File: src/rtl/disp_pkg.sv
// Shared display definitions: scan FSM states and active-low seven-segment patterns
// (bit 7 = decimal point, bits 6..0 = g..a).
package disp_pkg;

  typedef enum logic [1:0] {
    IDLE  = 2'd0,
    ON    = 2'd1,
    BLANK = 2'd2
  } scan_state_e;

  localparam logic [7:0] SEG_BLANK = 8'hFF;

  localparam logic [7:0] SEG0 = 8'hC0;
  localparam logic [7:0] SEG1 = 8'hF9;
  localparam logic [7:0] SEG2 = 8'hA4;
  localparam logic [7:0] SEG3 = 8'hB0;
  localparam logic [7:0] SEG4 = 8'h99;
  localparam logic [7:0] SEG5 = 8'h92;
  localparam logic [7:0] SEG6 = 8'h82;
  localparam logic [7:0] SEG7 = 8'hF8;
  localparam logic [7:0] SEG8 = 8'h80;
  localparam logic [7:0] SEG9 = 8'h90;
  localparam logic [7:0] SEGA = 8'h88;
  localparam logic [7:0] SEGB = 8'h83;
  localparam logic [7:0] SEGC = 8'hC6;
  localparam logic [7:0] SEGD = 8'hA1;
  localparam logic [7:0] SEGE = 8'h86;
  localparam logic [7:0] SEGF = 8'h8E;
  localparam logic [7:0] SEGERROR = 8'hBF;

endpackage

File: src/rtl/seg_scan_timer.sv
// Slot counter for the scan FSM: clears, increments and flags the terminal count.
// With DISPLAY_DIM_EN the low nibble is exported for PWM dimming.
module seg_scan_timer #(
  parameter int CNT_W = 16
) (
  input  logic             clk_i,
  input  logic             rst_ni,
  input  logic             clr_i,
  input  logic             en_i,
  input  logic [CNT_W-1:0] tc_val_i,
`ifdef DISPLAY_DIM_EN
  output logic [3:0]       cnt_lo_o,
`endif
  output logic             tc_o
);

  logic [CNT_W-1:0] cnt_q, cnt_d;

  always_comb begin
    cnt_d = cnt_q;
    if (clr_i)     cnt_d = '0;
    else if (en_i) cnt_d = cnt_q + 1'b1;
  end

  always_ff @(posedge clk_i) begin
    if (!rst_ni) cnt_q <= '0;
    else         cnt_q <= cnt_d;
  end

  assign tc_o = (cnt_q == tc_val_i);
`ifdef DISPLAY_DIM_EN
  assign cnt_lo_o = cnt_q[3:0];
`endif

endmodule

File: src/rtl/seg_scan_ctrl.sv
// Seven-segment scan controller: shadow/active frame buffers, ON/BLANK digit slots.
// DISPLAY_DIM_EN adds brightness_i PWM within the ON phase.
module seg_scan_ctrl
  import disp_pkg::*;
#(
  parameter int DIGITS    = 8,
  parameter int SEG_W     = 8,
  parameter int ON_CYC    = 50000,
  parameter int BLANK_CYC = 500,
  parameter int CNT_W     = 16
) (
  input  logic                       clk_i,
  input  logic                       rst_ni,
  input  logic                       enable_i,
`ifdef DISPLAY_DIM_EN
  input  logic [3:0]                 brightness_i,
`endif
  input  logic                       frame_valid_i,
  input  logic [SEG_W-1:0]           frame_i [DIGITS],
  output logic                       frame_ready_o,
  output logic [DIGITS-1:0]          an_o,
  output logic [SEG_W-1:0]           seg_o,
  output logic [$clog2(DIGITS)-1:0]  digit_idx_o,
  output logic                       frame_done_o
);

  localparam int IDX_W = $clog2(DIGITS);
  localparam logic [IDX_W-1:0] LAST_IDX = IDX_W'(DIGITS - 1);
  localparam logic [CNT_W-1:0] ON_TC    = CNT_W'(ON_CYC - 1);
  localparam logic [CNT_W-1:0] BLANK_TC = (BLANK_CYC > 0) ? CNT_W'(BLANK_CYC - 1) : '0;
  localparam logic [SEG_W-1:0] BLANK_PAT = {SEG_W{1'b1}};

  scan_state_e      state_q, state_d;
  logic [IDX_W-1:0] idx_q, idx_d;
  logic [DIGITS-1:0] an_q, an_d;
  logic [SEG_W-1:0] seg_q, seg_d;
  logic             done_q, done_d;
  logic             full_q;
  logic [SEG_W-1:0] active_q [DIGITS];
  logic [SEG_W-1:0] shadow_q [DIGITS];

  logic             accept, swap, eos, lit;
  logic             cnt_clr, cnt_en, tc;
  logic [CNT_W-1:0] tc_val;

`ifdef DISPLAY_DIM_EN
  logic [3:0] cnt_lo;
  assign lit = (cnt_lo <= brightness_i);
`else
  assign lit = 1'b1;
`endif

  seg_scan_timer #(.CNT_W(CNT_W)) u_timer (
    .clk_i    (clk_i),
    .rst_ni   (rst_ni),
    .clr_i    (cnt_clr),
    .en_i     (cnt_en),
    .tc_val_i (tc_val),
`ifdef DISPLAY_DIM_EN
    .cnt_lo_o (cnt_lo),
`endif
    .tc_o     (tc)
  );

  assign accept = frame_valid_i & ~full_q;

  always_comb begin
    state_d = state_q;
    idx_d   = idx_q;
    an_d    = '1;
    seg_d   = BLANK_PAT;
    done_d  = 1'b0;
    swap    = 1'b0;
    eos     = 1'b0;
    cnt_clr = 1'b0;
    cnt_en  = 1'b0;
    tc_val  = (state_q == BLANK) ? BLANK_TC : ON_TC;
    case (state_q)
      IDLE: begin
        swap    = full_q;
        cnt_clr = 1'b1;
        idx_d   = '0;
        if (enable_i) state_d = ON;
      end
      ON: begin
        if (!enable_i) begin
          state_d = IDLE;
          idx_d   = '0;
          cnt_clr = 1'b1;
        end else begin
          if (lit) begin
            an_d  = ~(DIGITS'(1) << idx_q);
            seg_d = active_q[idx_q];
          end
          if (tc) begin
            cnt_clr = 1'b1;
            if (BLANK_CYC == 0) eos = 1'b1;
            else                state_d = BLANK;
          end else begin
            cnt_en = 1'b1;
          end
        end
      end
      BLANK: begin
        if (!enable_i) begin
          state_d = IDLE;
          idx_d   = '0;
          cnt_clr = 1'b1;
        end else if (tc) begin
          cnt_clr = 1'b1;
          eos     = 1'b1;
        end else begin
          cnt_en = 1'b1;
        end
      end
      default: state_d = IDLE;
    endcase
    // Frame boundary is the only point besides IDLE where the active buffer may change
    if (eos) begin
      state_d = ON;
      if (idx_q == LAST_IDX) begin
        idx_d  = '0;
        done_d = 1'b1;
        swap   = full_q;
      end else begin
        idx_d = idx_q + 1'b1;
      end
    end
  end

  always_ff @(posedge clk_i) begin
    if (!rst_ni) begin
      state_q <= IDLE;
      idx_q   <= '0;
      an_q    <= '1;
      seg_q   <= BLANK_PAT;
      done_q  <= 1'b0;
      full_q  <= 1'b0;
      for (int k = 0; k < DIGITS; k++) active_q[k] <= BLANK_PAT;
    end else begin
      state_q <= state_d;
      idx_q   <= idx_d;
      an_q    <= an_d;
      seg_q   <= seg_d;
      done_q  <= done_d;
      if (accept)    full_q <= 1'b1;
      else if (swap) full_q <= 1'b0;
      if (swap) active_q <= shadow_q;
    end
  end

  always_ff @(posedge clk_i) begin
    if (accept) shadow_q <= frame_i;
  end

  assign frame_ready_o = ~full_q;
  assign an_o          = an_q;
  assign seg_o         = seg_q;
  assign digit_idx_o   = idx_q;
  assign frame_done_o  = done_q;

endmodule

File: config.mk
export PLATFORM = sky130hd
export DESIGN_NAME = seg_scan_ctrl
export DESIGN_NICKNAME = d
export VERILOG_FILES = /design/src/rtl/disp_pkg.sv /design/src/rtl/seg_scan_timer.sv /design/src/rtl/seg_scan_ctrl.sv
export SDC_FILE = /design/constraint.sdc
export NUM_CORES = 1
export LEC_CHECK = 0
export CORE_ASPECT_RATIO = 1.2
export CORE_UTILIZATION = 55
export DETAILED_ROUTE_END_ITERATION = 16
export GPL_ROUTABILITY_DRIVEN = 0
export HOLD_SLACK_MARGIN = 0.1
export PLACE_DENSITY = 0.83
export SETUP_SLACK_MARGIN = 0.1
export SLEW_MARGIN = 40
export SYNTH_ARGS = -nofsm -noshare
export SYNTH_HDL_FRONTEND = slang
export SYNTH_SLANG_ARGS = --single-unit
File: constraint.sdc
create_clock -name clk_i -period 6.3 [get_ports clk_i]
set_input_delay 0.63 -clock clk_i [delete_from_list [all_inputs] [get_ports clk_i]]
set_output_delay 0.63 -clock clk_i [all_outputs]
set_load 0.02 [all_outputs]
==> results.json <==
{
  "grt_first_pass_wirelength_um": 22100,
  "critPathKind": "flip-flop to flip-flop",
  "p_per_area_mw_per_mm2": 296,
  "viasPerCell": 5.78,
  "end_kind": "flip-flop",
  "yosysUniqueCellTypes": 49,
  "post_cts_buffers": 0,
  "cp.required_ns": 6.55,
  "rsz0062_at_grt": "no",
  "grt.overflow.total": 0,
  "postCtsHoldBufs": 0,
  "period_minus_slack_ns": 3.04,
  "cpPeakStageDelay_ns": 0.72,
  "status": "finished clean",
  "async_reset_ff_share_pct": 0,
  "hold_class": "flip-flop to flip-flop",
  "ys_seq_area_share_pct": 60.0,
  "clock_skew_ns": 0.00698,
  "antenna_cells": 0,
  "worstSkewPairLatency_ns": 0.42,
  "routedWlPerCell_um": 16.4,
  "ant_nets": 0,
  "cts.clk_slew.worst_paths_ns": 0.07,
  "cts_resized": 0,
  "drv_slew": 0,
  "start_util_pct": 56.9,
  "syn_to_final_growth_pct": 22.9,
  "cp_slowest_cell": "and2_4",
  "io_pins": 89,
  "dr.pass1.iters": 5,
  "die_w_um": 102,
  "slew_headroom_pct": 47.0,
  "synth-edff-count": 64,
  "drc": 0,
  "cts_made_buffers": 17,
  "synthesis.area_mm2": 0.00664,
  "synth_cells": 582,
  "max_freq_mhz": 329,
  "track_usage_pct": 23.5,
  "setup_tns_ns": 0,
  "die-area_mm2": 0.0125,
  "most-common-layout-cells": "102 x dfxtp_1, 87 x clkdlybuf4s50_1, 81 x nand3_1, 71 x inv_1, 65 x o211ai_1",
  "power.leakage_nw": 3.19,
  "final_hold_viol_count": 0,
  "dp_cells": 788,
  "synth-seq-cells": 167,
  "drt_iter0_drc": 280,
  "final_common_cell": "dfxtp_1",
  "vias": 4737,
  "cap_violations": 0,
  "crit_chain": "inv_1, ha_1, nor3b_1, o2111a_2, o2111ai_4, buf_4, and2_4, o211ai_1",
  "yosysTopAreaCell": "dfxtp_1",
  "grt_pass1_vias": 4577,
  "avgSynthCellArea_um2": 11.4,
  "cp-start-kind": "flip-flop",
  "tritoncts": "yes",
  "worst_slew_pin_slew_ns": 0.796,
  "cts.sinks": 167,
  "synth_ff_type": "dfxtp_1",
  "rows": 43,
  "die_h_um": 122,
  "synth_nets": 661,
  "cp.arrival_ns": 3.30,
  "synth_area_leaders": "dfxtp_1 31%, edfxtp_1 29%, o211ai_1 7.4%",
  "critPathTopFamily": "simple AND/OR/NAND/NOR gates",
  "cts_buffer_depth": 2,
  "setup_violations": 0,
  "cp_max_fo": 65,
  "final_nets": 729,
  "place_hpwl_um": 8700,
  "wl_um": 13400,
  "ir_drop_mv": 0.184,
  "drive_gt1_share_pct": 10.6,
  "period_share_pct": 48.3,
  "final_cells": 820,
  "synth_top_area_share_pct": 31.1,
  "cp_num_buf_inv": 2,
  "antenna_found_initial": 0,
  "core_mm2": 0.0117,
  "grt_max_degree": 77,
  "cts-root-buf": "clkbuf_16",
  "ctsHtreeMaxLevel": 4,
  "numPortBuffers": 88,
  "yosys_warnings": 0
}
## routing by layer
metal  share of wire (%)  track usage, %  vias up
met1                  40            28.3     2283
met4                 1.8            7.50        0
li1                    -               -     2250
met3                 4.9            6.09       25
met2                  53            40.7      179
met5                   0               0        -
## layout make-up
type | count | area [µm²]
multi-input combinational | 300 | 2240
tap | 157 | 196
clock inverter | 13 | 110
inverter | 72 | 270
sequential | 167 | 3990
fill | 852 | 3510
timing repair buffer | 92 | 906
clock buffer | 19 | 454
## through the flow
step | area, µm² | utilization [%] | hold slack (ns) | total power, mW | setup slack (ns)
2_1_floorplan | 6640 | - | 0.470 | 1.37 | 2.36
4_1_cts | 8150 | 69.8 | 0.498 | 2.43 | 3.28
5_1_grt | 8160 | 69.9 | 0.517 | 2.51 | 3.09
6_report | 8160 | 69.9 | 0.496 | 2.42 | 3.26
3_5_place_dp | 7590 | 65.0 | 0.488 | 1.45 | 3.11
3_3_place_gp | 7580 | 64.9 | 0.480 | 1.44 | 2.88
## registers in the layout, summed over array words and instances, names as in the netlist
signal	count
active_q	64
an_o	8
digit_idx_o	3
frame_done_o	1
full_q	1
seg_o	8
shadow_q	64
state_q	2
u_timer.cnt_q	16
## cells in the mapped netlist (9+ instances only)
master    count
clkbuf_1     19
nand3_1      81
o211ai_1     65
ha_1         11
nand2_1      33
o21ai_0       9
dfxtp_1     103
mux4_2       16
edfxtp_1     64
inv_1        71
buf_2        11
buf_1         9
## worst paths after layout
| check | start | endpoint | slack (ns) | cells past startpoint |
|---|---|---|---|---|
| setup reg to reg | state_q[0] | active_q[59] | 3.26 | 8 |
| hold / removal | active_q[46] | active_q[46] | 0.50 | 2 |
| hold reg to reg | active_q[46] | active_q[46] | 0.50 | 2 |
| setup / recovery | state_q[0] | active_q[59] | 3.26 | 8 |
## report_power, final
group	total, mW	switching [mW]	internal (mW)
sequential	1.23	0.0330	1.20
combinational	0.205	0.107	0.0983
clock	0.981	0.442	0.540
## tightest hold or removal path: stages, from the launching register on
cell	delay, ns
dfxtp_1	0.31
nand3_1	0.06
o211ai_1	0.08
## logic make-up (layout without fill, tap and decap cells)
logic type	count (synthesis)	after routing	share of synthesized area [%]
AO/OA/AOI/OAI	103	103	11.9
XOR/XNOR	5	5	0.660
adder cells (fa/ha/maj)	11	11	2.07
buffers and inverters	115	196	6.96
flip-flops	167	167	60.0
multiplexers	16	16	5.43
AND/OR/NAND/NOR	165	165	13.0
(Power assumes the default switching activity.)
